$ cat src/rtl/candle_sequencer.sv
// candle_sequencer
// Command-side master for the candle register bank. Takes a target 8-bit mask
// over a valid/ready handshake and diffs it against the live bank state. It
// then drives the minimum set/clear strobe sequence, issuing at most one set
// and one clear per cycle. After a settle window it verifies the result,
// retries on mismatch and pulses done or error.
//
// Parameters
//   SETTLE_CYCLES  idle cycles between the last command and verification (1..15)
//   MAX_RETRY      re-issue attempts after a failed verification (0..7)
// Ports
//   sys_clk        clock, rising edge
//   clr            synchronous active-high reset
//   req_valid      target request valid
//   req_ready      high in IDLE; request accepted on req_valid && req_ready
//   req_mask       target candle pattern, sampled at acceptance
//   candle_state   live bank state feedback
//   pos_to_set     set position (0 when set_enable is low)
//   set_enable     set strobe, one cycle per position
//   pos_to_clear   clear position (0 when clear_enable is low)
//   clear_enable   clear strobe, one cycle per position
//   busy           high whenever not IDLE
//   done           one-cycle pulse on successful verification
//   error          one-cycle pulse when retries are exhausted
module candle_sequencer #(
    parameter int unsigned SETTLE_CYCLES = 1,
    parameter int unsigned MAX_RETRY     = 2
) (
    input  logic       sys_clk,
    input  logic       clr,
    input  logic       req_valid,
    output logic       req_ready,
    input  logic [7:0] req_mask,
    input  logic [7:0] candle_state,
    output logic [2:0] pos_to_set,
    output logic       set_enable,
    output logic [2:0] pos_to_clear,
    output logic       clear_enable,
    output logic       busy,
    output logic       done,
    output logic       error
);

    typedef enum logic [1:0] {StIdle, StIssue, StSettle, StCheck} state_e;

    state_e     state_q, state_d;
    logic [7:0] target_q, target_d;
    logic [7:0] pend_set_q, pend_set_d;
    logic [7:0] pend_clr_q, pend_clr_d;
    logic [2:0] retry_q, retry_d;
    logic [3:0] cnt_q, cnt_d;
    logic       done_q, done_d;
    logic       error_q, error_d;

    // Index of the lowest set bit; 0 for an all-zero vector.
    function automatic logic [2:0] lowest_idx(input logic [7:0] v);
        logic [2:0] idx;
        idx = 3'd0;
        for (int i = 7; i >= 0; i--) begin
            if (v[i]) idx = 3'(i);
        end
        return idx;
    endfunction

    always_comb begin
        state_d      = state_q;
        target_d     = target_q;
        pend_set_d   = pend_set_q;
        pend_clr_d   = pend_clr_q;
        retry_d      = retry_q;
        cnt_d        = cnt_q;
        done_d       = 1'b0;
        error_d      = 1'b0;
        set_enable   = 1'b0;
        pos_to_set   = 3'd0;
        clear_enable = 1'b0;
        pos_to_clear = 3'd0;

        case (state_q)
            StIdle: begin
                if (req_valid) begin
                    target_d   = req_mask;
                    pend_set_d = req_mask & ~candle_state;
                    pend_clr_d = ~req_mask & candle_state;
                    retry_d    = 3'd0;
                    state_d    = StIssue;
                end
            end
            StIssue: begin
                if (pend_set_q != 8'd0) begin
                    set_enable = 1'b1;
                    pos_to_set = lowest_idx(pend_set_q);
                end
                if (pend_clr_q != 8'd0) begin
                    clear_enable = 1'b1;
                    pos_to_clear = lowest_idx(pend_clr_q);
                end
                // v & (v - 1) drops the lowest set bit (no-op on zero).
                pend_set_d = pend_set_q & (pend_set_q - 8'd1);
                pend_clr_d = pend_clr_q & (pend_clr_q - 8'd1);
                if (pend_set_d == 8'd0 && pend_clr_d == 8'd0) begin
                    state_d = StSettle;
                    cnt_d   = 4'(SETTLE_CYCLES);
                end
            end
            StSettle: begin
                cnt_d = cnt_q - 4'd1;
                if (cnt_q <= 4'd1) state_d = StCheck;
            end
            StCheck: begin
                if (candle_state == target_q) begin
                    done_d  = 1'b1;
                    state_d = StIdle;
                end else if (retry_q < 3'(MAX_RETRY)) begin
                    pend_set_d = target_q & ~candle_state;
                    pend_clr_d = ~target_q & candle_state;
                    retry_d    = retry_q + 3'd1;
                    state_d    = StIssue;
                end else begin
                    error_d = 1'b1;
                    state_d = StIdle;
                end
            end
            default: state_d = StIdle;
        endcase
    end

    always_ff @(posedge sys_clk) begin
        if (clr) begin
            state_q    <= StIdle;
            target_q   <= 8'd0;
            pend_set_q <= 8'd0;
            pend_clr_q <= 8'd0;
            retry_q    <= 3'd0;
            cnt_q      <= 4'd0;
            done_q     <= 1'b0;
            error_q    <= 1'b0;
        end else begin
            state_q    <= state_d;
            target_q   <= target_d;
            pend_set_q <= pend_set_d;
            pend_clr_q <= pend_clr_d;
            retry_q    <= retry_d;
            cnt_q      <= cnt_d;
            done_q     <= done_d;
            error_q    <= error_d;
        end
    end

    assign req_ready = (state_q == StIdle);
    assign busy      = (state_q != StIdle);
    assign done      = done_q;
    assign error     = error_q;

endmodule

$ cat config.mk
export PLATFORM = sky130hd
export DESIGN_NAME = candle_sequencer
export DESIGN_NICKNAME = d
export VERILOG_FILES = /design/src/rtl/candle_sequencer.sv
export SDC_FILE = /design/constraint.sdc
export NUM_CORES = 1
export LEC_CHECK = 0
export ABC_AREA = 1
export BUFFER_PORTS_ARGS = -buffer_cell sky130_fd_sc_hd__buf_2
export CORE_ASPECT_RATIO = 2
export CORE_MARGIN = 1.5
export CORE_UTILIZATION = 45
export CTS_CLUSTER_DIAMETER = 150
export DETAILED_ROUTE_END_ITERATION = 6
export MAX_ROUTING_LAYER = met4
export SETUP_SLACK_MARGIN = 0.15
export SLEW_MARGIN = 20
export SYNTH_ARGS = -nofsm -noshare
export SYNTH_HDL_FRONTEND = slang
export SYNTH_SLANG_ARGS = --single-unit
$ cat constraint.sdc
create_clock -name sys_clk -period 2.5 [get_ports sys_clk]
set_input_delay 0.5 -clock sys_clk [delete_from_list [all_inputs] [get_ports sys_clk]]
set_output_delay 0.5 -clock sys_clk [all_outputs]
set_load 0.02 [all_outputs]
==> summary.txt, run 1 <==
DR DRC count: 0
Crit path capture type: primary output
Synth Area in Compound Gates: 21.0%
Yosys reg bits: 35
Effective utilization at floorplan: 46.3%
WL final: 6.00 mm
Top-count cell post-synth: nand2_1
Yosys cell types: 41
Main flop type after synthesis: dfxtp_1
TritonCTS clock tree: yes
Pwr/cell area: 1200 nW/um^2
Place WS: 575 ps
Gr usage total: 23.5%
Hold Slack: 457 ps
Antenna Nets Post-Route: 0
Total power: 3.18 mW
Fmax: 476 MHz
Diode count: 0
Worst slew pin tran: 523 ps
Fill cell count: 564
Num CTS Buffers: 5
CTS Sinks: 35
Setup-failing EPs final: 0
Xor/xnor cell area share of the yosys netlist: 1.86%
Post-Synth Simple-Gate Area: 32.8%
Maximum vdd drop: 0.830 mV
Antenna violations before repair: 0
Clock Path Buffers: 2
Post-CTS Setup Bufs: 0
Post-synth net total: 369
Die width: 54.2 um
Buffers on Ports: 30
Grt ovf: 0
Number of vias per cell: 5.21
First-pass GRT wire length: 9.49 mm
Fin. max-slew vios: 0
Post-Synth Adder-Cell Area: 3.71%
DRT Pass-1 Iters: 4
Clk pin slew, worst setup/hold paths: 70 ps
Synthesized cell area: 2360 um^2
Final core occ: 51.8%
Design Area, Final: 2640 um^2
Worst Hold Class: register to register
Yosys warns: 0
Async set-reset flop share out of synthesis: 0%
Post-synth EDFFs: 0
Crit path time final: 2100 ps
Vias in the first global route: 2162
RSZ-0062 raised after global routing: no
Max Cap Viol: 0
Setup tns final: 0 ps
DIE HEIGHT: 105 um
Root Buffer: clkbuf_8
Syn avg cell area: 6.88 um^2
Core area: 5090 um^2
Critical Path AT: 1600 ps
Synthesis-to-layout area growth: 11.9%
Worst Setup Path Type: register to primary output
Top cell type's share of synthesized area: 29.7%
Yosys top cell by area: dfxtp_1
H-tree depth: 2
Largest family of logic cells by synthesized area: simple AND/OR/NAND/NOR gates
Largest net degree at the start of global routing: 26
IO Pins: 31
Placed cells: 424
GP Congestion: 0.779
Nets: 399
Synth cell count leaders: 68 x nand2_1, 40 x inv_1, 35 x dfxtp_1, 32 x o21ai_0, 31 x nor2_1
Syn Inst Count: 343
Routed WL per cell: 13.9 um
Clk Latency, worst-skew pair: 290 ps
Placed Instance Area: 2540 um^2
Max FO, Critical Path: 13
Worst EP required: 2000 ps
Layout cells sized above 1: 20.9%
Post-DP HPWL: 4.83 mm
# rows: 37
Worst slew margin: 65.1%
Mux contribution to synthesized area: 0.424%
Final WS setup: 400 ps
Final Hold Violating Endpoints: 0
Pleak: 1.17 nW
Final Non-Filler Cells: 432
Seq/Total Area, Yosys: 29.7%
Final period utilization: 84.0%
Status: completed
DRT iter0 DRCs: 51
Die area: 5710 um^2
Area contributors post-synth: dfxtp_1 30%, nand2_1 11%, o21ai_0 6.8%
Vias: 2251
Worst setup SP type: register
Worst Clk Skew: 2.16 ps
registers in the layout (all words and copies together), names as in the netlist:
name / count
state_q: 2
target_q: 8
retry_q: 3
pend_clr_q: 8
done: 1
pend_set_q: 8
cnt_q: 4
error: 1
critical path, stage by stage, from the launching register on:
cell	delay (ps)
dfxtp_1	410
ha_1	210
inv_2	80
buf_4	180
a211oi_1	230
buf_2	200
layout by cell type (no fill, tap or decap), types with 2 or more instances in the layout:
master,n
o21ai_2,2
nand2_4,2
ha_1,7
buf_4,5
nand2_1,68
buf_2,30
xnor2_1,4
nor2_4,4
nand4_1,4
nand2_8,2
clkbuf_8,7
inv_1,40
nand3_1,28
a211oi_2,8
dfxtp_1,35
a21oi_2,2
o2111ai_1,2
nor2_1,31
nor2_2,4
inv_2,3
o21ai_0,32
nand2_2,5
nor3_1,7
a21oi_1,27
per-layer routing:
metal	GRT usage [%]	vias to the layer above	part of all wire [%]
met5	-	-	0
li1	-	1196	-
met2	43.1	38	57
met1	22.1	1004	38
met4	10.4	0	2.6
met3	3.68	13	2.5
cells by family (layout without fill, tap and decap cells):
| family | after synthesis | count (layout) |
|---|---|---|
| xor+xnor | 5 | 5 |
| simple gates | 160 | 160 |
| fa+ha+maj | 7 | 7 |
| mux | 1 | 1 |
| flops | 35 | 35 |
| compound gates | 80 | 80 |
| buf+inv | 55 | 86 |
what timing repair did:
action                     4_1_cts  5_1_grt
hold endpoints to repair         0        0
setup endpoints to repair        0        1
resized for setup                0        1
hold buffers                     0        0
final timing paths:
check              from         endpoint  slack [ps]  cells after the start
max          state_q[0]  pos_to_clear[1]         400                      5
min          retry_q[2]       retry_q[2]         460                      2
max reg2reg  state_q[0]    pend_clr_q[0]         580                      8
min reg2reg  retry_q[2]       retry_q[2]         460                      2
area by class of cell:
| class | count | area [um^2] | area share, % |
|---|---|---|---|
| clock buffer | 8 | 100 | 3.79 |
| inverter | 43 | 161 | 6.11 |
| multi-input combinational | 253 | 1420 | 53.7 |
| sequential | 35 | 701 | 26.5 |
| tap | 58 | 72.6 | 2.75 |
| timing repair buffer | 35 | 188 | 7.11 |
power breakdown:
part	switching (mW)	total [mW]	internal [mW]
Clock	0.208	0.460	0.252
Combinational	1.19	1.82	0.629
Sequential	0.166	0.895	0.729
Total	1.56	3.18	1.61
No activity file was read; power rests on OpenSTA's default activity.
==> run 2, diff against run 1 <==
==> constraint.sdc (replaced) <==
create_clock -name sys_clk -period 2 [get_ports sys_clk]
set_input_delay 0.4 -clock sys_clk [delete_from_list [all_inputs] [get_ports sys_clk]]
set_output_delay 0.4 -clock sys_clk [all_outputs]
set_load 0.02 [all_outputs]
==> run 2 against run 1 <==
  * Non-clock buffer count rose by 12
  * Largest cell class unchanged
  * Critical path depth up 1
  * Global-route usage is 2.3 points higher
  * Sequential power up 27%
==> summary.txt, run 2 (synthesis gave the netlist of run 1 again) <==
Comb pwr share: 60.8%
IO Pins: 31
Worst slew pin tran: 461 ps
RSZ-0062 raised after global routing: yes
Routed WL per cell: 14.7 um
CTS Sinks: 35
Final period utilization: 90.8%
Die area: 5710 um^2
Antenna violations before repair: 0
Antenna Nets Post-Route: 0
Final WS setup: 184 ps
Largest net degree at the start of global routing: 26
Layout cells sized above 1: 28.8%
Setup tns final: 0 ps
CP peak stage delay: 340 ps
Worst setup SP type: register
Worst Path Buf+Inv: 2
Pleak: 1.25 nW
R2R Path End: state_q[1]
Slowest-stage cell, CP: dfxtp_2
Multi-input gate area: 1510 um^2
Crit path capture type: primary output
Worst slew margin: 69.2%
Place WS: 214 ps
DRT iter0 DRCs: 68
Worst EP required: 1600 ps
Reg power frac: 26.0%
Status: completed
FF-to-FF path depth: 9
Diode count: 0
Net Sw Power: 2.15 mW
WL final: 6.52 mm
Maximum vdd drop: 1.04 mV
Die width: 54.2 um
Worst Hold Class: input port to register
H-tree depth: 2
Largest registers: pend_clr_q x8, pend_set_q x8, target_q x8
Fill cell count: 544
Worst Setup Path Type: register to primary output
Number of vias per cell: 5.20
Vias: 2308
Effective utilization at floorplan: 46.3%
DIE HEIGHT: 105 um
Clock power share: 13.2%
Post-DP HPWL: 5.22 mm
Gr usage total: 25.8%
DRT Pass-1 Iters: 4
Num CTS Buffers: 5
Sequential Area: 711 um^2
Buffers on Ports: 30
Crit path time final: 1820 ps
Root Buffer: clkbuf_8
Fmax: 551 MHz
Worst Clk Skew: 5.51 ps
Final Hold Violating Endpoints: 0
M2 GR Usage: 47.5%
Setup-failing EPs final: 0
Most common cell after layout, fill and taps aside: nand2_1
R2R setup slack: 270 ps
Max Cap Viol: 0
Clk pin slew, worst setup/hold paths: 80 ps
Total power: 4.39 mW
Hold EP: target_q[7]
M3 GR Usage: 3.54%
First-pass GRT wire length: 10.5 mm
Nets: 411
Pwr/cell area: 1540 nW/um^2
Critical Path AT: 1420 ps
Max FO, Critical Path: 3
Gr busiest metal: met2
Commonest non-fill, non-tap cells in the layout: 67 x nand2_1, 38 x inv_1, 31 x o21ai_0
Vias in the first global route: 2271
Clock Path Buffers: 2
Clk Latency, worst-skew pair: 290 ps
Reg-to-reg startpoint: pend_set_q[1]
Core area: 5090 um^2
Post-CTS Hold Fix Bufs: 0
Synthesis-to-layout area growth: 20.8%
Grt ovf: 0
Hold path cells: 3
Switch share: 48.8%
Hold path start: req_mask[7]
DR DRC count: 0
CP top delay family: compound AO/OA/AOI/OAI gates
Fin. max-slew vios: 0
GP Congestion: 0.788
Worst path cell trace: inv_1 -> a21oi_2 -> o21ai_0 -> a21oi_1 -> nor3_2 -> buf_2
Met1 Usage GRT: 24.8%
Int Power: 2.25 mW
TritonCTS clock tree: yes
# rows: 37
## run 2: power by group through the flow
stage | Sequential (mW) | Combinational, mW | Clock, mW
floorplan | 1.09 | 1.99 | 0
global placement | 1.12 | 2.49 | 0
global route | 1.18 | 2.97 | 0.615
finish | 1.14 | 2.67 | 0.580
CTS | 1.12 | 2.60 | 0.591
detailed placement | 1.12 | 2.52 | 0
## run 2: area by class of cell
cell class	count	share of cell area, %
inverter	43	5.84
tap	58	2.54
multi-input combinational	253	53.0
clock buffer	8	3.51
sequential	35	24.9
timing repair buffer	47	10.2
## run 2: what timing repair did
item / CTS / global route
setup buffers: 2 / 4
gates resized for setup: 10 / 16
pin swaps: 1 / 8
gates cloned: 0 / 0
setup endpoints to repair: 8 / 21
## run 2: worst register-to-register path: stages (launching register included)
cell and delay (ps):
dfxtp_1 380, nor2_4 250, nand2_1 140, o21ai_1 230, and2_2 200, nand3_2 90, nand2_4 110, nand2_1 90
nand2_1 80, a21oi_2 50
## run 2: routing by layer
| metal | vias up | routed length (um) |
|---|---|---|
| met1 | 1048 | 2480 |
| li1 | 1218 | - |
| met3 | 13 | 117 |
| met5 | - | 0 |
| met4 | 0 | 223 |
| met2 | 29 | 3700 |
## run 2: worst max-delay path by stage
| stage | from | endpoint | depth (start not counted) |
|---|---|---|---|
| final | pend_clr_q[6] | pos_to_clear[0] | 6 |
| after global routing | pend_clr_q[4] | clear_enable | 5 |
| after CTS | pend_set_q[6] | pos_to_set[1] | 6 |
| after detailed placement | state_q[0] | pos_to_clear[1] | 5 |
| after global placement | state_q[0] | pos_to_clear[1] | 5 |
| after floorplan | state_q[1] | pos_to_set[1] | 8 |
## run 2: stage by stage
stage                     cell area [um^2]  std cells  hold slack, ps  utilization, %
after CTS                             2780        440             365            54.7
after global routing                  2850        444             361            56.0
after detailed placement              2640        430             443            51.7
final                                 2850        444             369            56.0
after global placement                2640        430             438            51.7
after floorplan                       2420        343             428               -
==> run 3, diff against run 2 <==
--- a/config.mk
+++ b/config.mk
@@ -12,7 +12,6 @@
 export CORE_UTILIZATION = 45
 export CTS_CLUSTER_DIAMETER = 150
 export DETAILED_ROUTE_END_ITERATION = 6
-export MAX_ROUTING_LAYER = met4
 export SETUP_SLACK_MARGIN = 0.15
 export SLEW_MARGIN = 20
 export SYNTH_ARGS = -nofsm -noshare
==> constraint.sdc (replaced) <==
create_clock -name sys_clk -period 1.76 [get_ports sys_clk]
set_input_delay 0.352 -clock sys_clk [delete_from_list [all_inputs] [get_ports sys_clk]]
set_output_delay 0.352 -clock sys_clk [all_outputs]
set_load 0.02 [all_outputs]
==> run 3 against run 2 <==
  * Clock power rose by 6.6%
  * Sequential share of layout area fell by 4.1 points
  * Via count rose by 10%
  * Routed wire length rose by 17%
  * Clock-buffer cell count fell by 2
  * Clock skew fell by 2.5 ps
  * Final cell count rose by 5.0%
  * First-iteration DRC count rose by 13%
  * The run now ends with negative setup slack left
  * Sequential power rose by 17%
  * Critical path type unchanged
  * Non-clock buffer count rose by 20
  * Power rose by 40%
==> summary.txt, run 3 (synthesis gave the netlist of run 1 again) <==
DR DRC count: 0
Grt ovf: 0
Root Buffer: clkbuf_8
Max FO, Critical Path: 8
Vias: 2547
Antenna Nets Post-Route: 0
Clock Path Buffers: 2
DIE HEIGHT: 105 um
Maximum vdd drop: 1.30 mV
H-tree depth: 2
WL final: 7.61 mm
IO Pins: 31
Fmax: 550 MHz
Most common cell after layout, fill and taps aside: nand2_1
Post-DP HPWL: 5.17 mm
Number of vias per cell: 5.47
# rows: 37
GP Congestion: 0.845
Worst slew pin tran: 474 ps
Failing checks: negative setup slack
Post-CTS Hold Fix Bufs: 0
Reg-to-reg startpoint: state_q[0]
R2R setup slack: 50 ps
Worst EP required: 1410 ps
Synthesis-to-layout area growth: 46.5%
Die width: 54.2 um
Worst Hold Class: input port to register
Pwr/cell area: 1780 nW/um^2
Clk Latency, worst-skew pair: 290 ps
Final Hold Violating Endpoints: 0
Hold Slack: 340 ps
Buffers on Ports: 30
RSZ-0062 raised after global routing: yes
Worst slew margin: 68.4%
Diode count: 0
Nets: 434
Largest net degree at the start of global routing: 26
Final period utilization: 103%
Hold path cells: 3
Pleak: 1.46 nW
Crit path capture type: primary output
FF-to-FF path depth: 9
Core area: 5090 um^2
Critical Path AT: 1470 ps
Hold path start: req_mask[6]
Gr usage total: 26.3%
Commonest non-fill, non-tap cells in the layout: 54 x nand2_1, 33 x inv_1, 31 x buf_4
Final WS setup: -58.5 ps
Largest registers: pend_clr_q x8, pend_set_q x8, target_q x8
Die area: 5710 um^2
Fill cell count: 429
Hold EP: target_q[6]
Num CTS Buffers: 5
Routed WL per cell: 16.3 um
Clk pin slew, worst setup/hold paths: 70 ps
Layout cells sized above 1: 45.6%
DRT iter0 DRCs: 77
Worst setup SP type: register
Setup-failing EPs final: 5
Worst Setup Path Type: register to primary output
Setup tns final: -210 ps
TritonCTS clock tree: yes
Antenna violations before repair: 0
First-pass GRT wire length: 11.1 mm
Crit path time final: 1820 ps
R2R Path End: pend_set_q[3]
Max Cap Viol: 0
Fin. max-slew vios: 0
DRT Pass-1 Iters: 4
Effective utilization at floorplan: 46.3%
CP Launch Point: state_q[0]
Worst Clk Skew: 3.02 ps
Status: complete, but fails checks
Vias in the first global route: 2373
CTS Sinks: 35
## run 3: cell count changes in the layout (fill, tap and decap cells not counted), moves of 4 or more
cell     previous run  this run
buf_4              20        31
nor2_1             30        19
inv_4               0         4
inv_1              38        33
nand3_2             1         6
o21ai_1             2        11
o21ai_0            31        17
nand2_1            67        54
nand3_1            28        21
nor2_4              5        14
buf_2              26        20
dfxtp_1            29        25
buf_6               1        13
nand2_2             6        16
## run 3: report_power, final
part	internal, mW	leakage, nW	total [mW]	switching (mW)
clock network	0.308	0.0470	0.618	0.311
logic	1.75	1.12	4.20	2.45
registers	1.06	0.292	1.33	0.272
## run 3: timing repair
| action | in CTS | in global routing |
|---|---|---|
| setup endpoints to repair | 27 | 35 |
| pin swaps | 12 | 34 |
| buffers inserted | 11 | 15 |
| gates resized for setup | 44 | 88 |
| gates cloned | 0 | 3 |
## run 3: critical path: stages (launching register included)
cell and delay, ps:
dfxtp_2 340, buf_6 110, ha_4 170, clkinv_8 80
a31oi_4 160, nand2_2 80, a21oi_4 110, buf_6 130
## run 3: metrics by stage
| stage | total power, mW | instance area (um^2) | setup slack (ps) | std cells | utilization (%) |
|---|---|---|---|---|---|
| final | 6.15 | 3460 | -58.5 | 466 | 67.9 |
| after global placement | 4.16 | 2680 | 74.7 | 430 | 52.6 |
| after detailed placement | 4.20 | 2680 | 70.0 | 430 | 52.6 |
| after floorplan | 3.63 | 2470 | 51.3 | 343 | - |
| after global routing | 6.58 | 3460 | -118 | 466 | 67.9 |
| after CTS | 5.23 | 2990 | -50.4 | 448 | 58.7 |
## run 3: cell type report
cell class	instances	area, um^2	area share, %
Inverter	43	184	5.32
Sequential cell	35	721	20.8
Multi-Input combinational cell	256	1860	53.7
Clock buffer	6	82.6	2.39
Timing Repair Buffer	67	534	15.5
Tap cell	58	72.6	2.10
Clock inverter	1	5.00	0.145
## run 3: routing by layer
metal  share of wire, %  routed length [um]  track usage [%]
met2                 57                4360             47.1
met5                  0                   0                0
met3                2.5                 194             3.26
met4                4.1                 311             12.3
met1                 36                2740             28.2
## run 3: worst max-delay path by stage
stage | end | slack [ps] | depth (start not counted)
floorplan | pos_to_set[1] | 50 | 8
global placement | pend_clr_q[0] | 70 | 12
detailed placement | pend_clr_q[0] | 70 | 12
CTS | pos_to_set[1] | -50 | 7
global route | pos_to_clear[2] | -120 | 6
finish | pos_to_set[1] | -60 | 7
